===== src/rtl/adder_nbit_pipe.sv =====
// adder_nbit_pipe: WIDTH-bit add/sub split into STAGES registered carry-chain slices with valid/ready handshake
module adder_nbit_pipe #(
  parameter int WIDTH = 16,
  parameter int STAGES = 4
) (
  input  logic             clk,
  input  logic             rst,
  input  logic             in_valid,
  output logic             in_ready,
  input  logic [WIDTH-1:0] a,
  input  logic [WIDTH-1:0] b,
  input  logic             carry_in,
  input  logic             sub,
  output logic             out_valid,
  input  logic             out_ready,
  output logic [WIDTH-1:0] sum,
  output logic             carry_out,
  output logic             overflow
);
  localparam int C = WIDTH / STAGES;
  logic en;
  logic [WIDTH-1:0] a_d [STAGES];
  logic [WIDTH-1:0] a_q [STAGES];
  logic [WIDTH-1:0] b_d [STAGES];
  logic [WIDTH-1:0] b_q [STAGES];
  logic [WIDTH-1:0] sum_d [STAGES];
  logic [WIDTH-1:0] sum_q [STAGES];
  logic [STAGES-1:0] v_d, v_q, cy_d, cy_q;
  logic ov_d, ov_q;
  assign en = !v_q[STAGES-1] || out_ready;
  assign in_ready = en && !rst;
  // B is inverted once at entry so every later slice sees the effective operand
  always_comb begin
    logic [WIDTH-1:0] ai, bi, si;
    logic ci, cm;
    ai = '0;
    bi = '0;
    si = '0;
    ci = 1'b0;
    cm = 1'b0;
    a_d = '{default: '0};
    b_d = '{default: '0};
    sum_d = '{default: '0};
    v_d = '0;
    cy_d = '0;
    for (int k = 0; k < STAGES; k++) begin
      ai = (k == 0) ? a : a_q[(k == 0) ? 0 : k - 1];
      bi = (k == 0) ? (b ^ {WIDTH{sub}}) : b_q[(k == 0) ? 0 : k - 1];
      si = (k == 0) ? '0 : sum_q[(k == 0) ? 0 : k - 1];
      ci = (k == 0) ? (sub | carry_in) : cy_q[(k == 0) ? 0 : k - 1];
      for (int i = k * C; i < (k + 1) * C; i++) begin
        cm = ci;
        si[i] = ai[i] ^ bi[i] ^ ci;
        ci = (ai[i] & bi[i]) | (ci & (ai[i] ^ bi[i]));
      end
      a_d[k] = ai;
      b_d[k] = bi;
      sum_d[k] = si;
      cy_d[k] = ci;
      v_d[k] = (k == 0) ? (in_valid && in_ready) : v_q[(k == 0) ? 0 : k - 1];
    end
    ov_d = cm ^ cy_d[STAGES-1];
  end
  always_ff @(posedge clk)
    if (rst) begin
      v_q <= '0;
      cy_q <= '0;
      ov_q <= 1'b0;
      a_q <= '{default: '0};
      b_q <= '{default: '0};
      sum_q <= '{default: '0};
    end else if (en) begin
      v_q <= v_d;
      cy_q <= cy_d;
      ov_q <= ov_d;
      a_q <= a_d;
      b_q <= b_d;
      sum_q <= sum_d;
    end
  assign out_valid = v_q[STAGES-1];
  assign sum = sum_q[STAGES-1];
  assign carry_out = cy_q[STAGES-1];
  assign overflow = ov_q;
endmodule


===== config.mk =====
export PLATFORM = sky130hd
export DESIGN_NAME = adder_nbit_pipe
export DESIGN_NICKNAME = d
export VERILOG_FILES = /design/src/rtl/adder_nbit_pipe.sv
export SDC_FILE = /design/constraint.sdc
export NUM_CORES = 1
export LEC_CHECK = 0
export CORE_MARGIN = 2
export CORE_UTILIZATION = 29
export CTS_CLUSTER_DIAMETER = 100
export DETAILED_ROUTE_END_ITERATION = 8
export GPL_ROUTABILITY_DRIVEN = 0
export MAX_ROUTING_LAYER = met4
export PLACE_DENSITY = 0.59
export SLEW_MARGIN = 20
export SYNTH_ARGS = -nofsm -noshare
export SYNTH_HDL_FRONTEND = slang
export SYNTH_SLANG_ARGS = --single-unit

===== constraint.sdc =====
create_clock -name clk -period 3.5 [get_ports clk]
set_input_delay 0.35 -clock clk [delete_from_list [all_inputs] [get_ports clk]]
set_output_delay 0.35 -clock clk [all_outputs]
set_load 0.02 [all_outputs]

==> results of run 1 <==
cell usage in the layout, fill, tap and decap left out, types with 2 or more instances in the layout:
cell type / netlist / layout
nor2_1: 26 / 26
clkinv_4: 0 / 3
fa_1: 16 / 16
clkbuf_16: 0 / 9
xnor2_1: 13 / 13
nand2_1: 146 / 146
buf_4: 5 / 4
a21oi_1: 73 / 73
xor2_1: 4 / 4
inv_1: 25 / 25
dfxtp_1: 97 / 97
a211oi_2: 9 / 9
a211oi_1: 14 / 14
clkinvlp_4: 0 / 2
clkdlybuf4s50_1: 0 / 56
path summary, 6_finish.rpt:
| kind | startpoint | end | depth (start not counted) |
|---|---|---|---|
| hold / removal | sum[2] | sum[2] | 2 |
| setup reg to reg | a_d[12] | sum[15] | 8 |
| setup / recovery | sub | sum_d[35] | 10 |
| hold reg to reg | sum[2] | sum[2] | 2 |
cell families after synthesis:
kind of cell    Yosys count
xor+xnor                 17
compound gates           96
flops                    97
buf+inv                  60
simple gates            175
fa+ha+maj                16
layout make-up:
cell class	count	share of cell area [%]
sequential	97	39.6
tap	176	4.49
timing repair buffer	61	12.5
clock inverter	7	1.63
clock buffer	9	4.59
multi-input combinational	304	35.3
inverter	25	1.91
where the power goes:
group / leakage, nW / internal [mW] / switching [mW]
clock: 0.142 / 0.560 / 0.435
combinational: 0.889 / 0.125 / 0.122
sequential: 0.797 / 1.18 / 0.0379
total: 1.83 / 1.86 / 0.595
registers in the layout (all words and copies together) (netlist names):
| name | cells |
|---|---|
| v_q | 4 |
| cy_q | 4 |
| sum_d | 24 |
| sum | 16 |
| b_d | 24 |
| a_d | 24 |
| overflow | 1 |
routing by layer:
metal / wire length, um / up-vias / track usage, % / part of all wire (%)
met5: 0 / - / - / 0
met2: 3380 / 44 / 16.4 / 42
li1: - / 1526 / - / -
met4: 131 / 0 / 4.80 / 1.6
met1: 4190 / 1302 / 16.5 / 52
met3: 325 / 11 / 2.58 / 4.0
critical path, stage by stage:
cell	delay (ns)
clkdlybuf4s50_1	0.56
xor2_1	0.21
fa_1	0.20
inv_1	0.08
fa_1	0.38
fa_1	0.36
inv_1	0.08
fa_1	0.41
nand2_1	0.07
a21oi_1	0.06
==> run summary, run 1 <==
Post-route ant nets: 0
First-pass GRT wire length: 13.3 mm
Share of cells above drive strength 1: 6.56%
Drt drc: 0
Final Core Density: 36.9%
Setup TNS Final: 0 ns
Endpoint class of the critical path: register
NumNets Final: 552
Xor and xnor area share after synthesis: 3.76%
Leakage Power: 1.83 nW
Hold-fix buffers, CTS: 0
Multiplexer area fraction after synthesis: 0%
Die area: 14600 um2
Flops & latches, synth: 97
Area Growth Syn to Fin: 23.8%
Worst Skew: 0.00469 ns
Initial DRC count: 167
RSZ-0062 raised after global routing: no
Endpoints failing setup: 0
Clock sink count: 97
Worst EP arrival: 2.75 ns
Async SR Flop Fraction: 0%
CTS Root Cell: clkbuf_16
Postcts setup bufs: 0
Adder-cell area share of the yosys netlist: 8.09%
Routed wire length: 8.03 mm
Ys Warns: 0
# port buffers: 57
Slew margin rel.: 30.9%
Largest net degree at the start of global routing: 98
Actual transition at the worst max-transition pin: 1.04 ns
# rows: 42
Leading post-synthesis cells by cell area: dfxtp_1, nand2_1, a21oi_1, fa_1, xnor2_1
Vias in the first global route: 2743
Syn avg cell area: 8.59 um2
Reg area: 1940 um2
Status: finished, final reports clean
Non-filler cells, final: 679
Post-synth top area share: 49.0%
Count leader, synth: nand2_1
Largest family of logic cells by synthesized area: simple AND/OR/NAND/NOR gates
Avg Vias per Cell: 4.25
Crit-path max FO: 3
CTS tree: done
Sequential element share of the synthesized area: 49.0%
Mapped cell area: 3960 um2
Cells after synthesis: 461
Final period util: 73.5%
Post-route design area: 4900 um2
Initial antenna violation count: 0
Routed wire per std cell: 11.8 um
Worst EP required: 3.68 ns
Top cells by count, synth: nand2_1, dfxtp_1, a21oi_1
GRT Total Usage: 11.8%
DP HPWL: 5.17 mm
Fin. Hold Viols: 0
Crit start category: primary input
Simple-Gate Fraction of Synth Area: 16.8%
Placement Setup Slack: 0.568 ns
Max Cap Viol: 0
Multi-input logic area: 1730 um2
Mapped Nets: 515
Achievable Freq: 0.389 GHz
CTS Buf Count: 9
Via count: 2883
Power Density: 501 nW/um2
Peak supply drop: 0.238 mV
Post-cts resize count: 0
Die X: 121 um
DRT Pass-1 Iters: 6
Die height: 121 um
Min setup slack post-route: 0.929 ns
Fillers: 1382
Final Max Tran Viols: 0
Pwr Total: 2.46 mW
Initial Util: 29.8%
Clock buffer depth: 2
Min Tclk post-route: 2.57 ns
Hold WC Path Type: register to register
Ports: 58
Number of synthesized flops with an enable pin: 0
Compound-cell area share of the yosys netlist: 14.7%
Crit path kind: primary input to register
Ys flop type: dfxtp_1
Hold WS: 0.452 ns
Cell Area, Placed: 4600 um2
H-Tree Depth: 3
Flop-to-flop setup slack: 1.28 ns
Global route overflow: 0
Synth area leader: dfxtp_1
Core area: 13300 um2
N_diodes: 0
Netlist cell types: 18
Clock Pin Slew Worst Setup and Hold Paths: 0.07 ns
Placed cells: 663
Clk Latency, worst-skew pair: 0.34 ns
Power figures use the tool's default switching activity.
==> inputs of run 2 (changes only) <==
--- a/config.mk
+++ b/config.mk
@@ -11,7 +11,7 @@
 export DETAILED_ROUTE_END_ITERATION = 8
 export GPL_ROUTABILITY_DRIVEN = 0
 export MAX_ROUTING_LAYER = met4
-export PLACE_DENSITY = 0.59
+export PLACE_DENSITY = 0.61
 export SLEW_MARGIN = 20
 export SYNTH_ARGS = -nofsm -noshare
 export SYNTH_HDL_FRONTEND = slang
==> constraint.sdc (replaced) <==
create_clock -name clk -period 2.2 [get_ports clk]
set_input_delay 0.22 -clock clk [delete_from_list [all_inputs] [get_ports clk]]
set_output_delay 0.22 -clock clk [all_outputs]
set_load 0.02 [all_outputs]
==> run 2 against run 1 <==
- final cell count increased by 0.44%
- highest routed layer unchanged
- clock skew shrank 0.00064 ns
- clock-buffer cell count rose by 4
- via count rose by 1.7%
- cell area rose by 1.1%
- combinational power grew 65%
- flip-flop and latch count stayed put
- power is 54% higher
- global-route usage decreased by 0.19 points
- utilization increased by 0.40 points
- non-clock buffer count rose by 3
==> run summary, run 2 (synthesis gave the netlist of run 1 again) <==
Status: finished, final reports clean
CTS tree: done
RSZ-0062 raised after global routing: yes
Postcts setup bufs: 0
CP cell instances: inv_1 > fa_1 > inv_1 > fa_1 > fa_1 > inv_1 > fa_1 > a211oi_2
Core area: 13300 um2
Crit-path max FO: 2
Global route overflow: 0
Crit path kind: register to register
Most common cell after layout, fill and taps aside: nand2_1
Cell Area, Placed: 4650 um2
Largest net degree at the start of global routing: 98
Avg Vias per Cell: 4.30
Combinational share of power: 10.8%
Endpoints failing setup: 0
Final Core Density: 37.3%
CTS Buf Count: 9
Die height: 121 um
Worst Skew: 0.00405 ns
CP delay by family, top: adder cells
Leakage Power: 1.86 nW
Share of cells above drive strength 1: 10.7%
CTS Root Cell: clkbuf_16
# rows: 42
Power Density: 763 nW/um2
Final period util: 95.9%
Die area: 14600 um2
Crit start category: register
Pwr Total: 3.78 mW
Worst EP required: 2.45 ns
Sw Ratio: 23.3%
NumNets Final: 555
Achievable Freq: 0.474 GHz
Clock buffer depth: 2
Peak supply drop: 0.405 mV
H-Tree Depth: 3
Sequential Power Share: 51.1%
Post-route design area: 4960 um2
Endpoint class of the critical path: register
CP Buf/Inv Count: 3
Ports: 58
DP HPWL: 5.14 mm
Slew margin rel.: 29.6%
Vias in the first global route: 2836
Placed cells: 666
Fin. Hold Viols: 0
Post-route ant nets: 0
Max Cap Viol: 0
GRT Total Usage: 11.6%
Worst EP arrival: 2.36 ns
First-pass GRT wire length: 13.2 mm
Most frequent cells in the layout: nand2_1, dfxtp_1, a21oi_1
N_diodes: 0
Routed wire length: 7.89 mm
Non-filler cells, final: 682
# port buffers: 57
Initial DRC count: 165
Clock Pin Slew Worst Setup and Hold Paths: 0.06 ns
Area Growth Syn to Fin: 25.1%
Actual transition at the worst max-transition pin: 1.06 ns
Int Power: 2.90 mW
Hold WC Path Type: primary input to register
Die X: 121 um
Via count: 2931
Initial antenna violation count: 0
Fillers: 1394
Net Sw Power: 0.879 mW
Initial Util: 29.8%
Critical Path Most Common Cell: fa_1
Clk Latency, worst-skew pair: 0.34 ns
Routed wire per std cell: 11.6 um
Min Tclk post-route: 2.11 ns
CP max stage delay: 0.42 ns
Clk pwr share: 38.1%
Clock sink count: 97
CP max-delay cell: fa_1
Drt drc: 0
DRT Pass-1 Iters: 4
Final Max Tran Viols: 0
-- run 2: cell count changes in the layout (fill, tap and decap cells not counted), sizes merged --
cell,delta
clkdlybuf4s50,-4
bufinv,-1
dlymetal6s2s,+2
clkbuf,+5
buf,+3
inv,-1
dlygate4sd2,+1
clkinvlp,-2
-- run 2: worst paths after layout --
kind	start	to	slack [ns]	cells past startpoint
min	a[0]	sum_d[32]	0.43	4
max	a_d[24]	sum_d[11]	0.09	8
min reg2reg	sum_d[0]	sum_d[0]	0.45	2
max reg2reg	a_d[24]	sum_d[11]	0.09	8
-- run 2: worst register-to-register path: cells and delay by family, from the launching register on --
family | cells | cell delay (ns)
compound gates | 1 | 0.17
fa+ha+maj | 4 | 1.34
flops | 1 | 0.31
buf+inv | 3 | 0.21
-- run 2: area by class of cell --
class                   instances  area, um2  share of cell area (%)
inverters                      25       93.8                    1.89
clock buffers                  13        260                    5.25
clock inverters                 3       15.0                   0.303
well taps                     176        220                    4.44
flip-flops and latches         97       1950                    39.3
repair buffers                 64        648                    13.1
multi-input cells             304       1770                    35.8
-- run 2: stage by stage --
| step | worst slack [ns] | hold WS [ns] | TNS, ns |
|---|---|---|---|
| final | 0.0903 | 0.432 | 0 |
| after CTS | 0.00724 | 0.427 | 0 |
| after global routing | -0.00559 | 0.441 | -0.00559 |
| after floorplan | -0.0509 | 0.360 | -0.0509 |
| after detailed placement | -0.561 | 0.443 | -1.16 |
| after global placement | -0.497 | 0.438 | -1.03 |
-- run 2: power groups by stage --
stage | registers, mW | logic (mW) | clock network, mW
after global placement | 1.97 | 0.393 | 0
after global routing | 1.95 | 0.460 | 1.56
final | 1.93 | 0.407 | 1.44
after CTS | 1.93 | 0.406 | 1.48
after detailed placement | 1.97 | 0.403 | 0
after floorplan | 1.97 | 0.244 | 0
-- run 2: metal layers --
metal | global-route usage [%] | wire length (um) | vias to the layer above | share of wire, %
li1 | - | - | 1539 | -
met1 | 15.7 | 4050 | 1326 | 51
met2 | 16.7 | 3470 | 54 | 44
met3 | 2.44 | 192 | 12 | 2.4
met4 | 5.01 | 173 | 0 | 2.2
met5 | - | 0 | - | 0
-- run 2: repair_timing --
action	4_1_cts	5_1_grt
resized for setup	12	11
endpoints found under the setup margin	3	6
hold buffers	0	0
pin swaps	7	11
gates cloned	0	0
==> inputs of run 3 (changes only) <==
--- a/config.mk
+++ b/config.mk
@@ -7,9 +7,10 @@
 export LEC_CHECK = 0
 export CORE_MARGIN = 2
 export CORE_UTILIZATION = 29
-export CTS_CLUSTER_DIAMETER = 100
+export CTS_CLUSTER_DIAMETER = 200
 export DETAILED_ROUTE_END_ITERATION = 8
 export GPL_ROUTABILITY_DRIVEN = 0
+export HOLD_SLACK_MARGIN = 0.05
 export MAX_ROUTING_LAYER = met4
 export PLACE_DENSITY = 0.61
 export SLEW_MARGIN = 20
==> constraint.sdc (replaced) <==
create_clock -name clk -period 2.2 [get_ports clk]
set_input_delay 0.22 -clock clk [delete_from_list [all_inputs] [get_ports clk]]
set_output_delay 0.22 -clock clk [all_outputs]
set_load 0.01 [all_outputs]
==> run 3 against run 2 <==
- via count about the same
- clock skew up 0.0028 ns
- critical endpoint is now sum[15]
- largest cell class unchanged
- fmax shrank 2.0%
- highest routed layer unchanged
- clock-buffer cell count fell by 2
- global-route usage up 0.61 points
- cell area increased by 1.3%
- critical path type unchanged
- utilization increased by 0.49 points
==> run summary, run 3 (synthesis gave the netlist of run 1 again) <==
Status: finished, final reports clean
Int Power: 2.99 mW
Drt drc: 0
Largest net degree at the start of global routing: 98
Multi-input logic area: 1780 um2
CTS tree: done
Hold WC Path Type: primary input to register
Die area: 14600 um2
Vias in the first global route: 2873
Via count: 2933
Most common cell after layout, fill and taps aside: nand2_1
Final Core Density: 37.8%
Worst EP required: 2.46 ns
Max Cap Viol: 0
Crit start category: register
Endpoint class of the critical path: register
Clk Latency, worst-skew pair: 0.34 ns
Die X: 121 um
Avg Vias per Cell: 4.29
Reg area: 1950 um2
# port buffers: 57
Share of cells above drive strength 1: 11.8%
DRT Pass-1 Iters: 4
DR WL met2: 3.61 mm
CP max-delay cell: fa_2
Combinational share of power: 10.4%
Initial DRC count: 111
Actual transition at the worst max-transition pin: 1.04 ns
Critical Path Most Common Cell: fa_2
Most frequent cells in the layout: nand2_1, dfxtp_1, a21oi_1
Final period util: 97.9%
Sequential Power Share: 49.8%
Net Sw Power: 0.895 mW
Reg2reg end: sum[15]
Global route overflow: 0
Sw Ratio: 23.0%
Clock buffer depth: 2
Post-route ant nets: 0
Core area: 13300 um2
Die height: 121 um
N_diodes: 0
Setup TNS Final: 0 ns
CP max stage delay: 0.43 ns
Endpoints failing setup: 0
Placed cells: 667
Final Max Tran Viols: 0
Slew margin rel.: 30.4%
Initial antenna violation count: 0
Clock Pin Slew Worst Setup and Hold Paths: 0.07 ns
# rows: 42
FF-to-FF Start: cy_q[2]
CP delay by family, top: adder cells
Initial Util: 29.8%
CTS Root Cell: clkbuf_16
Worst Skew: 0.00683 ns
Flop-to-flop setup slack: 0.05 ns
Peak supply drop: 0.395 mV
Placement Setup Slack: -0.585 ns
Non-filler cells, final: 684
NumNets Final: 557
Cell Area, Placed: 4680 um2
DP HPWL: 5.41 mm
First-pass GRT wire length: 13.8 mm
Crit path capture: sum[15]
Crit-path max FO: 2
Leakage Power: 1.87 nW
Power Density: 774 nW/um2
Fillers: 1345
RSZ-0062 raised after global routing: yes
DR top layer: met4
Min setup slack post-route: 0.0471 ns
Clk pwr share: 39.9%
Min Tclk post-route: 2.15 ns
Hold-fix buffers, CTS: 0
CP cell instances: fa_2 > inv_2 > fa_2 > inv_2 > fa_2 > inv_2 > fa_2 > a211oi_2
Routed wire length: 8.18 mm
Routed wire per std cell: 12.0 um
FF-to-FF path depth: 8
CP Buf/Inv Count: 3
Met3 WL: 276 um
H-Tree Depth: 3
Worst EP arrival: 2.41 ns
CTS Buf Count: 9
Hold WS: 0.430 ns
Crit path kind: register to register
GRT Total Usage: 12.2%
Met1 Wirelength: 4.13 mm
Post-route design area: 5020 um2
Pwr Total: 3.88 mW
Clock sink count: 97
Critical path origin: cy_q[2]
Critical path depth in cells: 8
Achievable Freq: 0.464 GHz
Fin. Hold Viols: 0
Ports: 58
Area Growth Syn to Fin: 26.8%
run 3: cell count changes in the layout (fill, tap and decap cells not counted), sizes merged:
cell           change
buf                +2
bufinv             +1
dlymetal6s2s       -2
clkdlybuf4s15      +1
clkinv             -1
dlygate4sd2        +2
clkbuf             -3
clkinvlp           +2
run 3: per-layer routing:
metal | up-vias | track usage, %
met2 | 62 | 18.2
li1 | 1541 | -
met4 | 0 | 5.45
met5 | - | -
met1 | 1318 | 16.1
met3 | 12 | 2.26
run 3: worst min-delay path by stage:
stage / from / end / slack (ns) / cells past startpoint
6_report: a[9] / a_d[41] / 0.43 / 3
4_1_cts: a[9] / a_d[41] / 0.42 / 3
3_5_place_dp: sum_d[18] / sum_d[18] / 0.44 / 2
5_1_grt: a[5] / a_d[37] / 0.44 / 3
3_3_place_gp: b_d[31] / b_d[31] / 0.44 / 2
2_1_floorplan: a[4] / a_d[36] / 0.36 / 2
run 3: worst min-delay path, cell delays in order:
cell and delay (ns):
clkdlybuf4s50_1 0.40, nand2_1 0.06, a21oi_1 0.05
run 3: final cells by class:
class | instances | share of cell area (%)
clock buffer | 11 | 4.83
clock inverter | 5 | 1.10
inverter | 25 | 1.87
multi-input combinational | 304 | 35.5
sequential | 97 | 38.7
tap | 176 | 4.39
timing repair buffer | 66 | 13.6
run 3: repair_timing:
action,4_1_cts,5_1_grt
setup buffers,0,1
setup endpoints to repair,3,5
pin swaps,9,10
resized for setup,12,13
cloned,0,0
run 3: power groups by stage:
stage | registers (mW) | clock network (mW) | logic, mW
2_1_floorplan | 1.96 | 0 | 0.244
3_3_place_gp | 1.97 | 0 | 0.385
3_5_place_dp | 1.97 | 0 | 0.400
4_1_cts | 1.93 | 1.59 | 0.407
5_1_grt | 1.95 | 1.65 | 0.456
6_report | 1.93 | 1.55 | 0.402
